<file path="src/rtl/mdio_pkg.sv">
// Shared types and constants for the MDIO master.
// Clause 45 frames are accepted only when MDIO_CL45_EN is defined.
package mdio_pkg;

    typedef enum logic [2:0] {
        S_IDLE, S_CHECK, S_PRE, S_HDR, S_TA, S_DATA, S_DONE
    } state_t;

    localparam logic [1:0] ST_C22  = 2'b01;
    localparam logic [1:0] ST_C45  = 2'b00;
    localparam logic [1:0] OP_WR   = 2'b01;
    localparam logic [1:0] OP_RD   = 2'b10;
    localparam logic [1:0] OP_ADDR = 2'b00;
    localparam logic [1:0] OP_PRIA = 2'b10;
    localparam logic [1:0] OP_RD45 = 2'b11;

    localparam int ST_MSB    = 31;
    localparam int OP_MSB    = 29;
    localparam int PHYAD_MSB = 27;
    localparam int REGAD_MSB = 22;
    localparam int TA_MSB    = 17;
    localparam int DATA_MSB  = 15;

    localparam int HDR_BITS  = 14;
    localparam int TA_BITS   = 2;
    localparam int DATA_BITS = 16;

    function automatic logic frame_legal(input logic [31:0] f);
        logic [1:0] st;
        logic [1:0] op;
        st = f[ST_MSB -: 2];
        op = f[OP_MSB -: 2];
`ifdef MDIO_CL45_EN
        return ((st == ST_C22) && ((op == OP_WR) || (op == OP_RD))) || (st == ST_C45);
`else
        return (st == ST_C22) && ((op == OP_WR) || (op == OP_RD));
`endif
    endfunction

endpackage

</file>
<file path="src/rtl/mdio_clk_div.sv">
// MDC generator: CLK_DIV cycles low then CLK_DIV cycles high while run is set.
// Strobes mark the clk edge at which mdc is about to rise or fall.
module mdio_clk_div #(
    parameter int CLK_DIV = 2
) (
    input  logic clk,
    input  logic reset,
    input  logic run,
    output logic mdc,
    output logic mdc_rise,
    output logic mdc_fall
);

    localparam int CW = (CLK_DIV > 1) ? $clog2(CLK_DIV) : 1;
    localparam logic [CW-1:0] LAST = CW'(CLK_DIV - 1);

    logic [CW-1:0] cnt_q, cnt_d;
    logic          mdc_q, mdc_d;
    logic          wrap;

    always_comb begin
        wrap  = run && (cnt_q == LAST);
        cnt_d = cnt_q;
        mdc_d = mdc_q;
        if (!run) begin
            cnt_d = '0;
            mdc_d = 1'b0;
        end else if (wrap) begin
            cnt_d = '0;
            mdc_d = ~mdc_q;
        end else begin
            cnt_d = cnt_q + CW'(1);
        end
    end

    always_ff @(posedge clk or negedge reset) begin
        if (!reset) begin
            cnt_q <= '0;
            mdc_q <= 1'b0;
        end else begin
            cnt_q <= cnt_d;
            mdc_q <= mdc_d;
        end
    end

    assign mdc      = mdc_q;
    assign mdc_rise = wrap && !mdc_q;
    assign mdc_fall = wrap && mdc_q;

endmodule

</file>
<file path="src/rtl/mdio_master.sv">
// MDIO management master: serialises one 32-bit frame word behind a preamble.
// Build option MDIO_CL45_EN additionally accepts Clause 45 (ST=00) frames.
module mdio_master
    import mdio_pkg::*;
#(
    parameter int CLK_DIV      = 2,
    parameter int PREAMBLE_LEN = 32
) (
    input  logic        clk,
    input  logic        reset,
    input  logic        mdio_start,
    input  logic [31:0] t_data,
    input  logic        mdio_in,
    output logic        mdc,
    output logic        mdio_out,
    output logic        mdio_oe,
    output logic [15:0] rd_data,
    output logic        data_rdy,
    output logic        busy,
    output logic        err
);

    localparam int NBITS = PREAMBLE_LEN + 32;
    localparam int BW    = $clog2(NBITS);
    localparam logic [BW-1:0] PRE_W    = BW'(PREAMBLE_LEN);
    localparam logic [BW-1:0] LAST_PRE = BW'(PREAMBLE_LEN - 1);
    localparam logic [BW-1:0] HDR_END  = BW'(PREAMBLE_LEN + HDR_BITS - 1);
    localparam logic [BW-1:0] TA_END   = BW'(PREAMBLE_LEN + HDR_BITS + TA_BITS - 1);
    localparam logic [BW-1:0] DATA_END = BW'(NBITS - 1);

    state_t        state_q, state_d, nxt_st;
    logic [BW-1:0] bit_q, bit_d, nxt, rel;
    logic [31:0]   frame_q, frame_d;
    logic [15:0]   shadow_q, shadow_d, rd_data_q, rd_data_d;
    logic          mdio_out_q, mdio_out_d, mdio_oe_q, mdio_oe_d;
    logic          data_rdy_q, data_rdy_d, busy_q, busy_d, err_q, err_d;
    logic [4:0]    fidx;
    logic          run, mdc_rise, mdc_fall, rd;

    mdio_clk_div #(.CLK_DIV(CLK_DIV)) u_div (
        .clk      (clk),
        .reset    (reset),
        .run      (run),
        .mdc      (mdc),
        .mdc_rise (mdc_rise),
        .mdc_fall (mdc_fall)
    );

    always_comb begin
        state_d    = state_q;
        bit_d      = bit_q;
        frame_d    = frame_q;
        shadow_d   = shadow_q;
        rd_data_d  = rd_data_q;
        mdio_out_d = mdio_out_q;
        mdio_oe_d  = mdio_oe_q;
        busy_d     = busy_q;
        data_rdy_d = 1'b0;
        err_d      = 1'b0;
        rd   = frame_q[OP_MSB];
        run  = state_q inside {S_PRE, S_HDR, S_TA, S_DATA};
        nxt  = bit_q + BW'(1);
        rel  = nxt - PRE_W;
        fidx = rel[4:0];

        // Phase boundaries are fixed positions in the bit stream.
        nxt_st = state_q;
        if (bit_q == DATA_END)                           nxt_st = S_DONE;
        else if (bit_q == TA_END)                        nxt_st = S_DATA;
        else if (bit_q == HDR_END)                       nxt_st = S_TA;
        else if (PREAMBLE_LEN != 0 && bit_q == LAST_PRE) nxt_st = S_HDR;

        case (state_q)
            S_IDLE: begin
                if (mdio_start) begin
                    frame_d = t_data;
                    state_d = S_CHECK;
                    // busy doubles as the legality flag seen by CHECK
                    if (frame_legal(t_data)) busy_d = 1'b1;
                    else                     err_d  = 1'b1;
                end
            end
            S_CHECK: begin
                if (!busy_q) begin
                    state_d = S_IDLE;
                end else begin
                    bit_d     = '0;
                    mdio_oe_d = 1'b1;
                    if (PREAMBLE_LEN == 0) begin
                        state_d    = S_HDR;
                        mdio_out_d = frame_q[31];
                    end else begin
                        state_d    = S_PRE;
                        mdio_out_d = 1'b1;
                    end
                end
            end
            S_PRE, S_HDR, S_TA, S_DATA: begin
                if (mdc_rise && state_q == S_DATA) shadow_d = {shadow_q[14:0], mdio_in};
                if (mdc_fall) begin
                    state_d = nxt_st;
                    bit_d   = nxt;
                    case (nxt_st)
                        S_PRE: begin
                            mdio_out_d = 1'b1;
                            mdio_oe_d  = 1'b1;
                        end
                        S_HDR: begin
                            mdio_out_d = frame_q[5'd31 - fidx];
                            mdio_oe_d  = 1'b1;
                        end
                        S_TA, S_DATA: begin
                            mdio_out_d = rd ? 1'b0 : frame_q[5'd31 - fidx];
                            mdio_oe_d  = !rd;
                        end
                        default: begin
                            mdio_out_d = 1'b0;
                            mdio_oe_d  = 1'b0;
                            bit_d      = '0;
                        end
                    endcase
                end
            end
            S_DONE: begin
                state_d = S_IDLE;
                busy_d  = 1'b0;
                if (rd) begin
                    rd_data_d  = shadow_q;
                    data_rdy_d = 1'b1;
                end
            end
            default: state_d = S_IDLE;
        endcase
    end

    always_ff @(posedge clk or negedge reset) begin
        if (!reset) begin
            state_q    <= S_IDLE;
            bit_q      <= '0;
            frame_q    <= '0;
            shadow_q   <= '0;
            rd_data_q  <= '0;
            mdio_out_q <= 1'b0;
            mdio_oe_q  <= 1'b0;
            data_rdy_q <= 1'b0;
            busy_q     <= 1'b0;
            err_q      <= 1'b0;
        end else begin
            state_q    <= state_d;
            bit_q      <= bit_d;
            frame_q    <= frame_d;
            shadow_q   <= shadow_d;
            rd_data_q  <= rd_data_d;
            mdio_out_q <= mdio_out_d;
            mdio_oe_q  <= mdio_oe_d;
            data_rdy_q <= data_rdy_d;
            busy_q     <= busy_d;
            err_q      <= err_d;
        end
    end

    assign mdio_out = mdio_out_q;
    assign mdio_oe  = mdio_oe_q;
    assign rd_data  = rd_data_q;
    assign data_rdy = data_rdy_q;
    assign busy     = busy_q;
    assign err      = err_q;

endmodule

</file>
<file path="config.mk">
export PLATFORM = sky130hd
export DESIGN_NAME = mdio_master
export DESIGN_NICKNAME = d
export VERILOG_FILES = /design/src/rtl/mdio_pkg.sv /design/src/rtl/mdio_clk_div.sv /design/src/rtl/mdio_master.sv
export SDC_FILE = /design/constraint.sdc
export NUM_CORES = 1
export LEC_CHECK = 0
export BUFFER_PORTS_ARGS = -buffer_cell sky130_fd_sc_hd__buf_4
export CORE_MARGIN = 2
export CORE_UTILIZATION = 25
export CTS_BUF_LIST = sky130_fd_sc_hd__clkbuf_8
export DETAILED_ROUTE_END_ITERATION = 16
export GPL_TIMING_DRIVEN = 0
export SLEW_MARGIN = 20
export SYNTH_ARGS = -nofsm -noshare
export SYNTH_HDL_FRONTEND = slang
export SYNTH_SLANG_ARGS = --single-unit
</file>
<file path="constraint.sdc">
create_clock -name clk -period 2.66 [get_ports clk]
set_clock_uncertainty 0.05 [all_clocks]
set_input_delay 0 -clock clk [delete_from_list [all_inputs] [get_ports clk]]
set_output_delay 0 -clock clk [all_outputs]
set_load 0.02 [all_outputs]
</file>
==> results_dict.tcl <==
set metrics [dict create \
    h-tree-depth 3 \
    ys_seq_area_frac 0.534 \
    drv_cap 0 \
    syn_area_per_cell_um2 13.2 \
    finalNonFillerCells 576 \
    port_buffers 57 \
    tightest_slew_ps 724 \
    grtUsageTotal 0.106 \
    grt_antenna_before_repair 0 \
    power_density_nw_per_um2 425 \
    synth_area_um2 3750 \
    coreArea_um2 14600 \
    dieHeight_um 126 \
    cts_tree "built" \
    numPlacedInstances 526 \
    start_util 0.257 \
    initialDrtViolationCount 81 \
    routabilityCongestion 0.864 \
    totalPowerFinal_mw 2.10 \
    ios 58 \
    clock.fmax_mhz 386 \
    drive_gt1_frac 0.324 \
    yosysWarnings 0 \
    p_leak_nw 2.49 \
    syn_nets 325 \
    clkSlewWorstSetupHoldPaths_ps 80 \
    min_period_ps 2590 \
    finalNetCount 428 \
    firstDrtPassIters 4 \
    cts_buffers 9 \
    synth_edf_count 0 \
    crit_required_ps 2860 \
    clock_latency_ps 350 \
    grt_pass1_wl_um 13700 \
    final-hold-violation-count 0 \
    num_rows 44 \
    final_antenna_net_count 0 \
    synth_seq_cells 80 \
    ys_types 55 \
    grt_pass1_vias 2762 \
    outcome "finished clean" \
    path_max_fanout 8 \
    antenna_cells 0 \
    hpwl_um 5560 \
    drcViolationCount 0 \
    slew_viol_final 0 \
    finalSetupViolCount 0 \
    relSlewSlack 0.517 \
    grt_max_degree 81 \
    arrival_ps 2780 \
    post_drt_wl_per_cell_um 14.1 \
    synth_cells 285 \
    gr-total-overflow 0 \
    die_w_um 126 \
    via_per_inst 4.46 \
    period_share 0.973 \
    cp-start-kind "flop" \
    utilization 0.339 \
    cts_num_sinks 80 \
    hp-class "primary input to asynchronous set/reset pin" \
    end_kind "flop" \
    via_count 2568 \
    wl_um 8120 \
    vdd_drop_max_v 0.000284 \
    async_reset_ff_frac 1.00 \
    cts_root_buf "clkbuf_8" \
    crit_type "flop to flop" \
    dieArea_um2 16000 \
    ys.flop_type "dfrtp_1" \
    area_growth_pct 31.9 \
    cts_buffer_depth 2 \
]
## cells in the mapped netlist (2+ instances only)
cell type  count  area (µm²)
dfrtp_1       80        2000
mux2_1        35         394
mux2_2        30         338
nand2_1       13        48.8
nor2_1        12        45.0
inv_1         11        41.3
buf_2          9        45.0
mux2i_1        8        80.1
a21oi_1        7        35.0
nand3_1        6        30.0
clkbuf_1       5        18.8
o21ai_1        5        25.0
xnor2_1        5        43.8
a31oi_1        4        25.0
ha_1           4        50.1
mux4_1         4         105
nor3_1         3        15.0
o21ai_0        3        15.0
a211oi_1       2        15.0
nor4_1         2        12.5
o31ai_1        2        15.0
or3_1          2        12.5
## state kept, by name, indices dropped and copies added (netlist names), 3 cells and up
| signal | cells |
|---|---|
| rd_data | 16 |
| bit_q | 6 |
| state_q | 3 |
| frame_q | 32 |
| shadow_q | 16 |
## area by class of cell
| class | instances | area [µm²] |
|---|---|---|
| fill | 1429 | 9640 |
| tap | 184 | 230 |
| timing repair buffer | 93 | 790 |
| buffer | 16 | 98.8 |
| multi-input combinational | 176 | 1620 |
| clock inverter | 6 | 36.3 |
| clock buffer | 9 | 124 |
| inverter | 12 | 45.0 |
| sequential | 80 | 2000 |
## stage by stage
step	area, µm²	hold WS, ps	TNS, ps	setup WS, ps
floorplan	3750	-346	0	167
global placement	4410	166	-114	-104
detailed placement	4410	172	-192	-144
CTS	4920	338	0	54.0
global route	4940	270	-18.3	-18.3
finish	4940	206	0	72.1
## kinds of logic after synthesis
group,synth area share
flip-flops,0.534
multiplexers,0.251
AND/OR/NAND/NOR,0.0634
AO/OA/AOI/OAI,0.0714
buffers and inverters,0.0387
XOR/XNOR,0.0257
adder cells (fa/ha/maj),0.0160
## timing repair
item | CTS | global route
endpoints found under the setup margin | 2 | 1
endpoints found under the hold margin | 115 | 0
gates resized for setup | 2 | 2
pin swaps | 0 | 0
buffers inserted | 0 | 1
hold buffers | 35 | 0
## final timing paths
check	cells past startpoint	slack, ps	to	startpoint
min reg2reg	1	430	frame_q[12]	frame_q[12]
min	2	210	frame_q[3]	reset
min in group clk	3	350	shadow_q[0]	mdio_in
max reg2reg	8	70	bit_q[5]	bit_q[1]
max in group asynchronous	2	1870	frame_q[28]	reset
max	8	70	bit_q[5]	bit_q[1]
## layout by cell type (no fill, tap or decap), types with 7 or more instances in the layout
| cell | n |
|---|---|
| buf_2 | 8 |
| a21oi_1 | 7 |
| mux2i_1 | 8 |
| nand2_1 | 13 |
| dfrtp_1 | 80 |
| mux2_2 | 30 |
| inv_1 | 11 |
| dlygate4sd3_1 | 35 |
| buf_4 | 57 |
| nor2_1 | 12 |
| clkbuf_8 | 9 |
| mux2_1 | 35 |
## routing by layer
layer,GRT usage,up-vias,wire [µm]
li1,-,1241,-
met1,0.142,1268,3910
met2,0.166,47,3820
met3,0.0253,12,239
met4,0.0375,0,146
met5,0,-,0
## worst max-delay path: stages, from the launching register on
cell	delay, ps
dfrtp_1	430
ha_1	210
clkbuf_4	190
and4_1	210
a211o_1	320
inv_1	70
ha_1	240
or3_4	460
o41ai_2	300
## power by group
| part | internal [mW] | leakage, nW | switching, mW |
|---|---|---|---|
| sequential | 1.22 | 1.08 | 0.000538 |
| clock | 0.330 | 0.0850 | 0.444 |
| combinational | 0.0684 | 1.32 | 0.0426 |
No activity file was read; power rests on OpenSTA's default activity.
